===== config.mk =====
export PLATFORM = sky130hd
export DESIGN_NAME = fetch_stage_flat
export DESIGN_NICKNAME = d
export VERILOG_FILES = /design/src/rtl/fetch_stage_if.sv /design/src/rtl/fetch_stage.sv /design/src/flat_wrapper.sv
export SDC_FILE = /design/constraint.sdc
export NUM_CORES = 1
export LEC_CHECK = 0
export ABC_AREA = 1
export BUFFER_PORTS_ARGS = -buffer_cell sky130_fd_sc_hd__buf_2
export CELL_PAD_IN_SITES_DETAIL_PLACEMENT = 0
export CELL_PAD_IN_SITES_GLOBAL_PLACEMENT = 1
export CORE_ASPECT_RATIO = 0.7
export CORE_MARGIN = 1
export CORE_UTILIZATION = 37
export DETAILED_ROUTE_END_ITERATION = 10
export PLACE_DENSITY = 0.75
export SLEW_MARGIN = 20
export SYNTH_ARGS = -nofsm -noshare
export SYNTH_HDL_FRONTEND = slang
export SYNTH_SLANG_ARGS = --single-unit

===== constraint.sdc =====
create_clock -name clk -period 6.15 [get_ports clk]
set_input_delay 0.615 -clock clk [delete_from_list [all_inputs] [get_ports clk]]
set_output_delay 0.615 -clock clk [all_outputs]
set_load 0.005 [all_outputs]

===== src/rtl/fetch_stage_if.sv =====
// Fetch-side bus bundle: imem read request/response plus the
// if_id register handed to decode.
interface fetch_stage_if;
    logic [31:0] mem_req_addr;
    logic [3:0]  mem_req_mask;
    logic        mem_req_en;
    logic [31:0] mem_rsp_data;
    logic        mem_rsp_valid;
    logic        mem_rsp_done;
    logic [31:0] if_id_inst;
    logic [31:0] if_id_pc;
    logic        if_id_valid;
    logic        if_id_ready;

    modport master (
        output mem_req_addr,
        output mem_req_mask,
        output mem_req_en,
        input  mem_rsp_data,
        input  mem_rsp_valid,
        input  mem_rsp_done,
        output if_id_inst,
        output if_id_pc,
        output if_id_valid,
        input  if_id_ready
    );

    modport slave (
        input  mem_req_addr,
        input  mem_req_mask,
        input  mem_req_en,
        output mem_rsp_data,
        output mem_rsp_valid,
        output mem_rsp_done,
        input  if_id_inst,
        input  if_id_pc,
        input  if_id_valid,
        output if_id_ready
    );
endinterface


===== src/rtl/fetch_stage.sv =====
// Instruction fetch stage: owns the PC, reads imem one word at a
// time and buffers results for decode in a small FIFO.
module fetch_stage #(
    parameter logic [31:0] RESET_PC   = 32'h0000_0000,
    parameter int          FIFO_DEPTH = 2
) (
    input  logic          clk,
    input  logic          rst_n,
    input  logic          redirect_en,
    input  logic [31:0]   redirect_pc,
    output logic          fetch_fault,
    fetch_stage_if.master bus
);
    localparam int PW = $clog2(FIFO_DEPTH);
    localparam logic [PW:0] DEPTH_C = (PW + 1)'(FIFO_DEPTH);

    typedef enum logic [1:0] {ISSUE, WAIT, HALT} state_t;

    state_t        state, state_nx;
    logic          run;
    logic          stale, stale_nx;
    logic [31:0]   pc, pc_nx;
    logic [31:0]   req_addr, req_addr_nx;
    logic [31:0]   inst_q [FIFO_DEPTH];
    logic [31:0]   pc_q   [FIFO_DEPTH];
    logic [PW-1:0] wr_ptr, rd_ptr;
    logic [PW:0]   count;
    logic          req_en, done, push, pop;
    logic          fault_nx, head_valid;

    assign head_valid = (count != '0);
    assign pop = head_valid && bus.if_id_ready && !redirect_en;

    always_comb begin
        state_nx    = state;
        stale_nx    = stale;
        pc_nx       = pc;
        req_addr_nx = req_addr;
        req_en      = 1'b0;
        done        = 1'b0;
        push        = 1'b0;
        fault_nx    = 1'b0;
        case (state)
            ISSUE: begin
                req_en = run && (count < DEPTH_C);
                if (req_en) req_addr_nx = pc;
            end
            WAIT:    req_en = 1'b1;
            default: ;
        endcase
        done = req_en && bus.mem_rsp_done;
        if (req_en && !done) state_nx = WAIT;
        // A stale response only frees the bus; pc already holds the new target
        if (done) begin
            state_nx = ISSUE;
            if (stale) begin
                stale_nx = 1'b0;
            end else if (bus.mem_rsp_valid) begin
                push  = 1'b1;
                pc_nx = pc + 32'd4;
            end else begin
                fault_nx = 1'b1;
                state_nx = HALT;
            end
        end
        if (redirect_en) begin
            pc_nx    = redirect_pc & ~32'h3;
            push     = 1'b0;
            fault_nx = 1'b0;
            stale_nx = req_en && !done;
            state_nx = (req_en && !done) ? WAIT : ISSUE;
        end
    end

    always_ff @(posedge clk) begin
        if (!rst_n) begin
            state       <= ISSUE;
            run         <= 1'b0;
            stale       <= 1'b0;
            pc          <= RESET_PC;
            req_addr    <= '0;
            wr_ptr      <= '0;
            rd_ptr      <= '0;
            count       <= '0;
            fetch_fault <= 1'b0;
        end else begin
            state       <= state_nx;
            run         <= 1'b1;
            stale       <= stale_nx;
            pc          <= pc_nx;
            req_addr    <= req_addr_nx;
            fetch_fault <= fault_nx;
            if (redirect_en) begin
                wr_ptr <= '0;
                rd_ptr <= '0;
                count  <= '0;
            end else begin
                if (push) begin
                    inst_q[wr_ptr] <= bus.mem_rsp_data;
                    pc_q[wr_ptr]   <= pc;
                    wr_ptr         <= wr_ptr + 1'b1;
                end
                if (pop) rd_ptr <= rd_ptr + 1'b1;
                case ({push, pop})
                    2'b10:   count <= count + 1'b1;
                    2'b01:   count <= count - 1'b1;
                    default: ;
                endcase
            end
        end
    end

    assign bus.mem_req_en   = req_en;
    assign bus.mem_req_mask = 4'b1111;
    assign bus.mem_req_addr = !req_en ? '0 :
                              (state == WAIT) ? req_addr : pc;
    assign bus.if_id_valid  = head_valid;
    assign bus.if_id_inst   = head_valid ? inst_q[rd_ptr] : '0;
    assign bus.if_id_pc     = head_valid ? pc_q[rd_ptr] : '0;
endmodule


===== src/flat_wrapper.sv =====
// flat-port wrapper written by rule: the top's interface ports become plain ports
module fetch_stage_flat 
#(
    parameter logic [31:0] RESET_PC   = 32'h0000_0000,
    parameter int          FIFO_DEPTH = 2
)
  (clk, rst_n, redirect_en, redirect_pc, fetch_fault, bus_mem_req_addr, bus_mem_req_mask, bus_mem_req_en, bus_mem_rsp_data, bus_mem_rsp_valid, bus_mem_rsp_done, bus_if_id_inst, bus_if_id_pc, bus_if_id_valid, bus_if_id_ready);
  fetch_stage_if bus_i ();
  input  logic clk;
  input  logic rst_n;
  input  logic redirect_en;
  input  logic [31:0] redirect_pc;
  output logic fetch_fault;
  output wire logic [$bits(bus_i.mem_req_addr)-1:0] bus_mem_req_addr;
  output wire logic [$bits(bus_i.mem_req_mask)-1:0] bus_mem_req_mask;
  output wire logic [$bits(bus_i.mem_req_en)-1:0] bus_mem_req_en;
  input wire logic [$bits(bus_i.mem_rsp_data)-1:0] bus_mem_rsp_data;
  input wire logic [$bits(bus_i.mem_rsp_valid)-1:0] bus_mem_rsp_valid;
  input wire logic [$bits(bus_i.mem_rsp_done)-1:0] bus_mem_rsp_done;
  output wire logic [$bits(bus_i.if_id_inst)-1:0] bus_if_id_inst;
  output wire logic [$bits(bus_i.if_id_pc)-1:0] bus_if_id_pc;
  output wire logic [$bits(bus_i.if_id_valid)-1:0] bus_if_id_valid;
  input wire logic [$bits(bus_i.if_id_ready)-1:0] bus_if_id_ready;
  assign bus_mem_req_addr = bus_i.mem_req_addr;
  assign bus_mem_req_mask = bus_i.mem_req_mask;
  assign bus_mem_req_en = bus_i.mem_req_en;
  assign bus_i.mem_rsp_data = bus_mem_rsp_data;
  assign bus_i.mem_rsp_valid = bus_mem_rsp_valid;
  assign bus_i.mem_rsp_done = bus_mem_rsp_done;
  assign bus_if_id_inst = bus_i.if_id_inst;
  assign bus_if_id_pc = bus_i.if_id_pc;
  assign bus_if_id_valid = bus_i.if_id_valid;
  assign bus_i.if_id_ready = bus_if_id_ready;
  fetch_stage #(.RESET_PC(RESET_PC), .FIFO_DEPTH(FIFO_DEPTH)) u_core (.clk(clk), .rst_n(rst_n), .redirect_en(redirect_en), .redirect_pc(redirect_pc), .fetch_fault(fetch_fault), .bus(bus_i));
endmodule

**Yosys cells after proc, flatten, opt, wreduce, memory -nomap -nowiden**

Memories as Yosys holds them, arrays and structs flattened. A register that Yosys moved wholly into a read port is not among the register bits.
Cells that the tools add are included.

- Register bits: 73
- Output and inout port bits: 103
- Memories: 2
- Logic and storage cells: 75
- RAM bits: 128

Memory list:

| name | depth | width | read ports | clocked after Yosys merged registers in | wr ports | RTL line | source |
|---|---|---|---|---|---|---|---|
| u_core.inst_q | 2 | 32 | 1 | 1 | 1 | fetch_stage.sv:24 | `logic [31:0] inst_q [FIFO_DEPTH];` |
| u_core.pc_q | 2 | 32 | 1 | 1 | 1 | fetch_stage.sv:25 | `logic [31:0] pc_q [FIFO_DEPTH];` |

- Reduce and logical (&&, ||, !) cells: 18
- Bitwise logic cells: 3
- Equal/unequal tests: 4
- $lt $le $gt $ge: 1
- Mux-type cells: 32
- Add/subtract/negate cells: 5

Operators with widths:

| kind | count |
|---|---|
| $mux W32 | 8 |
| $add A32 B3 Y32 const B | 1 |
| $mux W1 | 17 |
| $mux W2 | 5 |
| $reduce_bool A2 Y1 | 4 |
| $reduce_and A3 Y1 | 2 |
| $logic_and A1 B1 Y1 | 5 |
| $eq A2 B1 Y1 const B | 2 |
| $pmux W2 S2 | 1 |
| $reduce_or A4 Y1 | 1 |
| $not A1 Y1 | 3 |
| $reduce_bool A3 Y1 | 1 |
| $add A1 B1 Y1 const B | 2 |
| $add A2 B1 Y2 const B | 1 |
| $eq A2 B2 Y1 const B | 1 |
| $logic_not A1 Y1 | 2 |
| $logic_not A2 Y1 | 1 |
| $lt A2 B2 Y1 const B | 1 |
| $ne A2 B2 Y1 const B | 1 |
| $pmux W1 S2 | 1 |
| $reduce_and A2 Y1 | 1 |
| $reduce_or A2 Y1 | 1 |
| $sub A2 B1 Y2 const B | 1 |

**Depth between registers and ports, before layout**

- Word-level depth: 10
- Gate-level depth with buffers: 11
- Gate-level depth less buffers: 11

**Worst setup path before layout**

OpenSTA, ideal clock, no wires.

- Path kind: input-to-reg
- From: input redirect_en
- To: memory u_core.inst_q[0][0] (enable)
- Stages on the path: 5
- Data required time: 5.592 ns
- Setup slack: 0.088 ns
- Data arrival time: 5.504 ns
- Path buffers: 1
- Setup time: 0.558 ns
- Path through: buf_2 > or2_0 > nor2_1 > nand3_2 > nor3_1

- Cells in the longest elaborated chain, start to end: 5

RTL lines:

| what | RTL line | source |
|---|---|---|
| start, declared | flat_wrapper.sv:11 | `input logic redirect_en;` |
| $mux W1 | fetch_stage.sv:66 | `if (redirect_en) begin` |
| $mux W1 | fetch_stage.sv:98 | `if (push) begin` |
| $mux W1 (*) | fetch_stage.sv:93 | `if (redirect_en) begin` |
| $mux W1 (*) | fetch_stage.sv:76 | `if (!rst_n) begin` |
| $mux W1 (implied by the code) (*) | fetch_stage.sv:99 | `inst_q[wr_ptr] <= bus.mem_rsp_data;` |
| end, declared | fetch_stage.sv:24 |  |

Mark *: on every way between the ends. The rest lies on a longest branch, timed or not.

**Final worst setup path**

- From: register u_core.state[0]
- To: output bus_mem_req_addr[11]

- Cells in the longest elaborated chain, start to end: 3

RTL lines:

| what | RTL line | source |
|---|---|---|
| start, declared | fetch_stage.sv:19 | `state_t state, state_nx;` |
| start signal, assigned | fetch_stage.sv:87 | `state <= state_nx;` |
| $eq A2 B1 Y1 or $logic_not A2 Y1 (tied branches) | fetch_stage.sv:43, fetch_stage.sv:116 |  |
| $pmux W1 S2 or $mux W32 (tied branches) | fetch_stage.sv:43, fetch_stage.sv:116 |  |
| $mux W32 (*) | fetch_stage.sv:115 | `assign bus.mem_req_addr = !req_en ? '0 :` |
| end, declared | flat_wrapper.sv:14 | `output wire logic [$bits(bus_i.mem_req_addr)-1:0] bus_mem_req_addr;` |

Marked as above.

==> flow_summary.ini <==
[outcome]
status = finished, final reports clean

[global_route]
grt_pass1_vias = 6273
antenna_found_initial = 0
grt-ovfl-total = 0
grt_max_degree = 63
grt_usage = 0.1921
grt_first_pass_wirelength_mm = 34.60

[drt]
drc = 0
top_layer_used = met4
wl_met2_mm = 9.479
dr_total_vias = 6980
final_antenna_net_count = 0
wl_met3_mm = 1.745
viasPerCell = 4.902
drtIter0Drc = 552
wire_per_inst_um = 15.73
first_pass_iters = 5
wl_met1_mm = 10.98
wl_mm = 22.40

[critical_path]
critical_path_required_ps = 5530
critPathKind = flop to primary output
cp_common_cell = nand2_1
slowest_delay_ps = 840
r2r-start = u_core.state[0]
crit_fanout = 33
reg2reg_slack_ps = 3210
r2r_end = u_core.inst_q[1][3]
worst_path_max_delay_cell = inv_1
cp-end-kind = primary output
r2r_cells = 6
worstPathCellList = nor2_4 > nand2_4 > inv_1 > nand2_1 > nand2_1 > buf_2
arrival_ps = 2710
start_kind = flop

[finish]
layout-drive-gt1-share = 0.2095
fill_cells = 2236
num-nets-final = 1172
area_growth_pct = 18.64
diodes = 0
final_cells = 1424

[logic_synthesis]
yosysTopAreaCell = edfxtp_1
postSynthAreaPerCell_um2 = 8.904
synth_cells = 964
synth_area_mm2 = 0.008583
synth_warnings = 0
async_flop_share = 0
synth_top_flop_cell = edfxtp_1
ys_ff_latch = 194
yosys-top-cells-area = edfxtp_1, dfxtp_1, nand2_1, a21oi_1, nand3_1
synth_edf_count = 124
yosysTopAreaCellShare = 0.4338
yosysUniqueCellTypes = 41
seq_area_frac_synth = 0.5971

[timing]
fmax_mhz = 300.8
period_share = 0.5406
finalHoldViolCount = 0
slew_headroom = 0.3219
fin_setup_tns_ps = 0
tightest_slew_ps = 1016
setup-violations-final = 0
period_minus_slack_ps = 3325
grt_setup_unrepaired = false
slew_violations = 0
fin_skew_ps = 9.368

[floorplan]
die_w_um = 184.0
start_util = 0.3785
io_pins = 173
core_area_mm2 = 0.02268
fp-row-count = 46
dieHeight_um = 129.4
dieArea_mm2 = 0.02382

[clock_network]
cts_buffers = 17
clkTransAtPathRegs_ps = 80
cts_sinks = 194
clk_latency_ps = 430
cts_max_level = 4
cts_resized = 0
cts_setup_buffers = 0
cts_hold_buf = 0
cts_tree = yes
clk_path_buf_depth = 2
clockRootBuffer = clkbuf_16

[pwr]
p_leak_nw = 4.101
power.density_mw_per_mm2 = 265.8
ir_drop_mv = 0.1983
total_power_mw = 2.706

[min_path]
hold_end = u_core.inst_q[0][9]
min_from = bus_mem_rsp_data[9]
hp-class = input pin to flop
holdPathStages = 1

[place]
hpwlAfterDp_mm = 14.49
place.port_buffers = 162
place_inst = 1393
routabilityCongestion = 0.8369

[run]
drv_cap = 0
## report_power, final
group	switching, mW	leakage [nW]	total [mW]	internal (mW)
logic	0.108	2.12	0.169	0.0607
registers	0.0431	1.69	1.46	1.41
clock network	0.538	0.285	1.08	0.543
total	0.690	4.10	2.71	2.02
## layout make-up
class	instances	area (um^2)	area share
multi-input cells	680	3072	0.3016
well taps	312	390.4	0.03833
flip-flops and latches	194	5126	0.5034
repair buffers	169	863.3	0.08478
clock inverters	14	160.2	0.01573
inverters	38	146.4	0.01438
clock buffers	17	425.4	0.04177
## synthesized netlist by cell type, types with 2 or more instances
library cell,count
buf_4,8
ha_1,2
conb_1,2
nor3_1,3
a22oi_1,2
inv_2,3
a31oi_1,3
a21oi_2,5
dfxtp_1,70
a21oi_1,112
nor2_4,3
buf_2,9
nor2_2,11
nor2_1,73
nand2_1,342
buf_1,3
inv_1,34
xnor2_1,2
o21ai_0,20
buf_6,3
nand2_4,3
clkbuf_1,35
edfxtp_1,124
nand3_1,63
o21ai_1,2
o2111ai_1,4
o211ai_1,9
## worst max path at each step
stage	start	slack, ps	end
6_report	u_core.state[0]	2830	bus_mem_req_addr[11]
5_1_grt	u_core.state[0]	2570	bus_mem_req_addr[11]
4_1_cts	u_core.state[0]	2770	bus_mem_req_addr[23]
3_5_place_dp	u_core.state[0]	3200	u_core.inst_q[1][6]
3_3_place_gp	u_core.state[0]	3260	u_core.inst_q[1][25]
2_1_floorplan	redirect_en	90	u_core.inst_q[0][0]
## flip-flops by register name (all words and copies together), names as in the netlist, named ones only
signal,count
u_core.pc,30
u_core.state,2
u_core.rd_ptr,1
u_core.inst_q,64
u_core.stale,1
u_core.req_addr,30
u_core.fetch_fault,1
u_core.count,2
u_core.run,1
u_core.wr_ptr,1
u_core.pc_q,60
## metal layers
| metal | track usage | vias up |
|---|---|---|
| li1 | - | 3484 |
| met1 | 0.2810 | 3247 |
| met2 | 0.2830 | 234 |
| met3 | 0.04890 | 15 |
| met4 | 0.04755 | 0 |
| met5 | 0 | - |
## through the flow
step / worst slack (ps) / util / hold slack (ps) / area, um^2
3_3_place_gp: 3260 / 0.4232 / 451.9 / 9597
3_5_place_dp: 3203 / 0.4232 / 456.7 / 9597
4_1_cts: 2773 / 0.4490 / 338.3 / 10180
2_1_floorplan: 87.81 / - / 443.9 / 8606
6_report: 2825 / 0.4491 / 363.0 / 10180
5_1_grt: 2566 / 0.4491 / 339.7 / 10180
## placed cells by master, fill, tap and decap left out, types with 2 or more instances in the layout
cell / count
inv_2: 2
clkinv_8: 4
clkinv_4: 4
inv_1: 34
nand2_1: 342
ha_1: 2
buf_2: 162
inv_8: 3
nor2_1: 72
edfxtp_1: 124
dfxtp_1: 69
nor2_2: 11
clkbuf_16: 17
o21ai_1: 2
a21oi_1: 112
nand2_4: 3
nor2_4: 4
a21oi_2: 5
nor3_2: 2
a31oi_1: 3
a22oi_1: 2
buf_4: 7
nand3_1: 63
conb_1: 8
inv_6: 3
o2111ai_1: 4
o21ai_0: 20
o211ai_1: 9
xnor2_1: 2
## cell families (layout without fill, tap and decap cells)
group	Yosys count	count (layout)	synth area share
and+or+nand+nor	505	505	0.2429
buffers and inverters	96	238	0.04971
DFF	194	194	0.5971
other	2	8	0.0008750
adders and majority gates	2	2	0.002915
xor gates and xnor gates	3	3	0.003062
AOI/OAI and AO/OA	162	162	0.1035
## worst max-delay path, delay by kind of cell, from the launching register on
| kind | cells | cell delay (ps) |
|---|---|---|
| buffers and inverters | 2 | 960 |
| AND/OR/NAND/NOR | 4 | 800 |
| flip-flops | 1 | 490 |
Power figures use the tool's default switching activity.
